<file path="config.mk">
export PLATFORM = sky130hd
export DESIGN_NAME = vga_sync_gen
export DESIGN_NICKNAME = d
export VERILOG_FILES = /design/src/rtl/vga_pkg.sv /design/src/rtl/vga_pix_div.sv /design/src/rtl/vga_sync_gen.sv
export SDC_FILE = /design/constraint.sdc
export NUM_CORES = 1
export LEC_CHECK = 0
export ABC_AREA = 1
export CAP_MARGIN = 20
export CORE_MARGIN = 3
export CORE_UTILIZATION = 48
export DETAILED_ROUTE_END_ITERATION = 10
export PLACE_DENSITY = 0.81
export SETUP_SLACK_MARGIN = 0.3
export SLEW_MARGIN = 15
export SYNTH_ARGS = -nofsm -noshare
export SYNTH_HDL_FRONTEND = slang
export SYNTH_SLANG_ARGS = --single-unit
export TNS_END_PERCENT = 5
</file>
<file path="constraint.sdc">
create_clock -name clk -period 1.6 [get_ports clk]
set_input_delay 0.32 -clock clk [delete_from_list [all_inputs] [get_ports clk]]
set_output_delay 0.32 -clock clk [all_outputs]
set_load 0.01 [all_outputs]
</file>
<file path="src/rtl/vga_pkg.sv">
// Default 640x480@60 Hz VGA timing constants shared by the sync generator.
// Counter width of 11 bits covers line/frame totals up to 2047.
package vga_pkg;
  localparam int CNT_W = 11;

  localparam int VGA_H_VIS  = 640;
  localparam int VGA_H_FP   = 16;
  localparam int VGA_H_SYNC = 96;
  localparam int VGA_H_BP   = 48;
  localparam int VGA_H_TOTAL = VGA_H_VIS + VGA_H_FP + VGA_H_SYNC + VGA_H_BP;

  localparam int VGA_V_VIS  = 480;
  localparam int VGA_V_FP   = 10;
  localparam int VGA_V_SYNC = 2;
  localparam int VGA_V_BP   = 33;
  localparam int VGA_V_TOTAL = VGA_V_VIS + VGA_V_FP + VGA_V_SYNC + VGA_V_BP;

  localparam logic VGA_HS_POL = 1'b0;
  localparam logic VGA_VS_POL = 1'b0;
endpackage

</file>
<file path="src/rtl/vga_pix_div.sv">
// Pixel clock-enable: registered one-clk pulse every CLK_DIV system clocks.
// Low in reset; with CLK_DIV = 1 it is high on every cycle after reset.
module vga_pix_div #(
  parameter int CLK_DIV = 4
) (
  input  logic clk,
  input  logic rst_n,
  output logic pix_tick_o
);
  localparam int DW = (CLK_DIV > 1) ? $clog2(CLK_DIV) : 1;
  localparam logic [DW-1:0] DIV_LAST = DW'(CLK_DIV - 1);

  logic [DW-1:0] div_cnt_q, div_cnt_d;
  logic          tick_q;

  always_comb begin
    div_cnt_d = (div_cnt_q == DIV_LAST) ? '0 : div_cnt_q + DW'(1);
  end

  // Tick is registered from the next count so it lines up with div_cnt.
  always_ff @(posedge clk or negedge rst_n) begin
    if (!rst_n) begin
      div_cnt_q <= '0;
      tick_q    <= 1'b0;
    end else begin
      div_cnt_q <= div_cnt_d;
      tick_q    <= (div_cnt_d == DIV_LAST);
    end
  end

  assign pix_tick_o = tick_q;
endmodule

</file>
<file path="src/rtl/vga_sync_gen.sv">
// VGA timing generator: pixel/line counters, visible-area and sync decode, strobes.
// Decode is registered from next counter values so it never lags hc/vc.
module vga_sync_gen
  import vga_pkg::*;
#(
  parameter int   CLK_DIV = 4,
  parameter int   H_VIS   = VGA_H_VIS,
  parameter int   H_FP    = VGA_H_FP,
  parameter int   H_SYNC  = VGA_H_SYNC,
  parameter int   H_BP    = VGA_H_BP,
  parameter int   V_VIS   = VGA_V_VIS,
  parameter int   V_FP    = VGA_V_FP,
  parameter int   V_SYNC  = VGA_V_SYNC,
  parameter int   V_BP    = VGA_V_BP,
  parameter logic HS_POL  = VGA_HS_POL,
  parameter logic VS_POL  = VGA_VS_POL
) (
  input  logic             clk,
  input  logic             rst_n,
  output logic [CNT_W-1:0] hc,
  output logic [CNT_W-1:0] vc,
  output logic             vidon,
  output logic             hsync,
  output logic             vsync,
  output logic             pix_tick,
  output logic             line_start,
  output logic             frame_start
);
  localparam int H_TOTAL = H_VIS + H_FP + H_SYNC + H_BP;
  localparam int V_TOTAL = V_VIS + V_FP + V_SYNC + V_BP;

  localparam logic [CNT_W-1:0] H_LAST  = CNT_W'(H_TOTAL - 1);
  localparam logic [CNT_W-1:0] V_LAST  = CNT_W'(V_TOTAL - 1);
  localparam logic [CNT_W-1:0] H_VIS_C = CNT_W'(H_VIS);
  localparam logic [CNT_W-1:0] V_VIS_C = CNT_W'(V_VIS);
  localparam logic [CNT_W-1:0] HS_BEG  = CNT_W'(H_VIS + H_FP);
  localparam logic [CNT_W-1:0] HS_END  = CNT_W'(H_VIS + H_FP + H_SYNC);
  localparam logic [CNT_W-1:0] VS_BEG  = CNT_W'(V_VIS + V_FP);
  localparam logic [CNT_W-1:0] VS_END  = CNT_W'(V_VIS + V_FP + V_SYNC);

  logic             tick;
  logic [CNT_W-1:0] hc_q, hc_d, vc_q, vc_d;
  logic             vidon_q, hsync_q, vsync_q, line_start_q, frame_start_q;
  logic             h_wrap, v_wrap;

  vga_pix_div #(.CLK_DIV(CLK_DIV)) u_pix_div (
    .clk       (clk),
    .rst_n     (rst_n),
    .pix_tick_o(tick)
  );

  always_comb begin
    hc_d   = hc_q;
    vc_d   = vc_q;
    h_wrap = tick && (hc_q == H_LAST);
    v_wrap = h_wrap && (vc_q == V_LAST);
    if (tick) begin
      hc_d = h_wrap ? '0 : hc_q + CNT_W'(1);
    end
    if (h_wrap) begin
      vc_d = v_wrap ? '0 : vc_q + CNT_W'(1);
    end
  end

  // Reset parks the counters on the last pixel so the first tick lands on (0,0).
  always_ff @(posedge clk or negedge rst_n) begin
    if (!rst_n) begin
      hc_q          <= H_LAST;
      vc_q          <= V_LAST;
      vidon_q       <= 1'b0;
      hsync_q       <= ~HS_POL;
      vsync_q       <= ~VS_POL;
      line_start_q  <= 1'b0;
      frame_start_q <= 1'b0;
    end else begin
      hc_q          <= hc_d;
      vc_q          <= vc_d;
      vidon_q       <= (hc_d < H_VIS_C) && (vc_d < V_VIS_C);
      hsync_q       <= ((hc_d >= HS_BEG) && (hc_d < HS_END)) ? HS_POL : ~HS_POL;
      vsync_q       <= ((vc_d >= VS_BEG) && (vc_d < VS_END)) ? VS_POL : ~VS_POL;
      line_start_q  <= h_wrap;
      frame_start_q <= v_wrap;
    end
  end

  assign hc          = hc_q;
  assign vc          = vc_q;
  assign vidon       = vidon_q;
  assign hsync       = hsync_q;
  assign vsync       = vsync_q;
  assign pix_tick    = tick;
  assign line_start  = line_start_q;
  assign frame_start = frame_start_q;
endmodule

</file>
==> results.py <==
metrics = {
    "cells_and_area": {
        "fillCellCount": 251,
        "design_area_um2": 2867,
        "seqCellArea_um2": 768.2,
        "mostFrequentLayoutCells": "56 x nand2_1, 37 x buf_4, 35 x inv_1",
        "nNetsFinal": 350,
        "multi_input_area_um2": 1033,
        "drive_gt1_share_pct": 45.93,
        "fin_util_pct": 77.14,
        "syn_to_final_growth_pct": 52.33,
        "layout_commonest_cell": "nand2_1",
        "diodes": 0,
    },
    "setup_path": {
        "cp-start-kind": "register",
        "endpoint_kind": "register",
        "cp.arrival_ps": 2000,
        "crit_start": "hc[0]$_DFF_PN1_",
        "worst-setup-path-type": "register to register",
        "cp_max_fo": 6,
        "r2r_start": "hc[0]$_DFF_PN1_",
        "required_ps": 1770,
        "reg2reg_slack_ps": -220,
    },
    "placed_design": {
        "portBuffers": 29,
        "place_area_um2": 2524,
        "routabilityCongestion": 0.9210,
        "hpwl_um": 3507,
    },
    "synth": {
        "synthCells": 257,
        "synth_edf_count": 0,
        "async_flop_share_pct": 100.0,
        "synth_cell_type_count": 28,
        "ys_seq_elements": 30,
        "ys_warn_count": 0,
        "synth_area_um2": 1882,
        "syn_area_per_cell_um2": 7.322,
        "synth_top_area_share_pct": 23.94,
        "synth.area.top_cells": "dfrtp_1 24%, dfstp_2 17%, nand2_1 13%",
        "synth-seq-area-share_pct": 40.69,
        "yosysTopAreaCell": "dfrtp_1",
        "syn-num-nets": 264,
        "synth-main-ff-cell": "dfrtp_1",
    },
    "power": {
        "seq_power_share_pct": 50.6,
        "leakage_nw": 1.481,
        "swShare_pct": 20.28,
        "intPower_mw": 1.198,
        "power_frac_clock_pct": 48.2,
        "peakVddDrop_uv": 498.2,
        "combPwrFrac_pct": 1.2,
        "p_switching_mw": 0.3046,
        "power.density_nw_per_um2": 524.1,
    },
    "timing": {
        "tns_ps": -1308,
        "maxSlewViolCount": 0,
        "grt_setup_unrepaired": "true",
        "setup_viol": 13,
        "hold_violations": 0,
        "tightestPinTransition_ps": 393.1,
        "finalWorstSetupSlack_ps": -224.5,
        "final.min_clock_period_ps": 1825,
        "period_share_pct": 114.0,
        "whs_ps": 410.1,
        "fmax_ghz": 0.5481,
        "slew_headroom_pct": 73.79,
        "fin_skew_ps": 11.37,
    },
    "die": {
        "row_count": 22,
        "design.core.area_um2": 3716,
        "die_width_um": 68.62,
        "io_pins": 30,
        "start_util_pct": 50.64,
        "die_height_um": 68.62,
        "dieArea_um2": 4708,
    },
    "routing": {
        "via_per_inst": 5.314,
        "drc": 0,
        "firstDrtPassIters": 8,
        "ant_nets": 0,
        "wire_per_inst_um": 15.24,
        "wl_um": 5973,
        "drt_iter0_drc": 193,
        "vias": 2083,
    },
    "cts": {
        "clockBufferDepth": 2,
        "hold_buffers": 0,
        "h-tree-depth": 2,
        "cts_made_buffers": 5,
        "cts-root-buf": "clkbuf_8",
        "cts_tree": "built",
        "clk_pin_slew_worst_paths_ps": 70,
        "clk_latency_ps": 290,
        "cts.sinks": 30,
    },
    "outcome": {
        "violations": "negative setup slack",
        "status": "finished with violations",
    },
    "global_route": {
        "grt_pass1_wl_um": 9328,
        "first_global_vias": 1978,
        "grt_overflow": 0,
        "grt_max_degree": 31,
        "gr-usage-all-layers_pct": 27.06,
        "antenna_found_initial": 0,
    },
    "run": {
        "cap_violations": 0,
    },
    "hold_path": {
        "hold_class": "input port to asynchronous set/reset pin",
    },
}
## power by group through the flow
stage,clock network [mW],logic (mW),registers [mW]
finish,0.724,0.0185,0.760
global route,0.775,0.0209,0.760
CTS,0.741,0.0194,0.760
detailed placement,0,0.0196,0.773
global placement,0,0.0189,0.773
floorplan,0,0.000000627,0.773
## routing by layer
metal / GRT usage [%] / vias to the layer above / wire [um]
met5: 0 / - / 0
met4: 11.17 / 0 / 145
met3: 6.807 / 16 / 459
met2: 45.17 / 118 / 3039
met1: 33.03 / 975 / 2329
li1: - / 974 / -
## registers in the layout (all words and copies together) (netlist names)
| name | cells |
|---|---|
| vsync | 1 |
| u_pix_div.div_cnt_q | 2 |
| u_pix_div.pix_tick_o | 1 |
| line_start | 1 |
| hc | 11 |
| vc | 11 |
| frame_start | 1 |
| vidon | 1 |
| hsync | 1 |
## synth_stat cells (5+ instances only)
library cell,count
nand3_1,22
nor2_2,6
nand4_1,9
ha_1,5
inv_1,40
nand2_2,7
nand3_2,5
nor2_1,27
dfstp_2,12
o21ai_0,6
dfrtp_1,18
inv_2,9
nand2_1,65
## path summary, 6_finish.rpt
kind                       depth (start not counted)                                to
setup / recovery                                  10                   vidon$_DFF_PN0_
hold / removal                                     2                   vc[4]$_DFF_PN0_
setup reg to reg                                  10                   vidon$_DFF_PN0_
hold reg to reg                                    1  u_pix_div.div_cnt_q[0]$_DFF_PN0_
max in group asynchronous                          2                   hc[4]$_DFF_PN1_
min in group clk                                   1  u_pix_div.div_cnt_q[0]$_DFF_PN0_
## cell families after synthesis
| family | Yosys count | share of synthesized area, % |
|---|---|---|
| adders and majority gates | 5 | 3.324 |
| and+or+nand+nor | 153 | 39.89 |
| AOI/OAI and AO/OA | 16 | 4.721 |
| xor gates and xnor gates | 1 | 0.4655 |
| buffers and inverters | 52 | 10.90 |
| DFF | 30 | 40.69 |
## final cells by class
type                            instances  area share (%)
Sequential cell                        30           26.80
Clock buffer                            8           3.841
Timing Repair Buffer                   80           24.36
Inverter                               51           6.853
Tap cell                               48           2.095
Multi-Input combinational cell        175           36.05
## through the flow
step | power (mW) | setup WS, ps | instances
floorplan | 0.7731 | -68.90 | 257
CTS | 1.521 | -158.6 | 389
finish | 1.502 | -224.5 | 392
global route | 1.555 | -340.3 | 392
detailed placement | 0.7925 | -206.2 | 370
global placement | 0.7918 | -189.5 | 370
## timing repair
action | 4_1_cts | 5_1_grt
resized for setup | 123 | 35
buffers inserted | 11 | 3
setup endpoints to repair | 53 | 47
gates cloned | 0 | 0
hold endpoints to repair | 0 | 0
pin swaps | 24 | 11
## worst max-delay path, cell delays in order, from the launching register on
cell	delay (ps)
dfstp_2	560
ha_4	160
nand2_4	80
nor2_8	160
nand3_2	140
nor2_4	180
nand4_1	140
nand2_2	120
nor2_4	50
o21ai_1	70
nor2_1	50
Note: power is estimated with default switching activity, not from simulation.
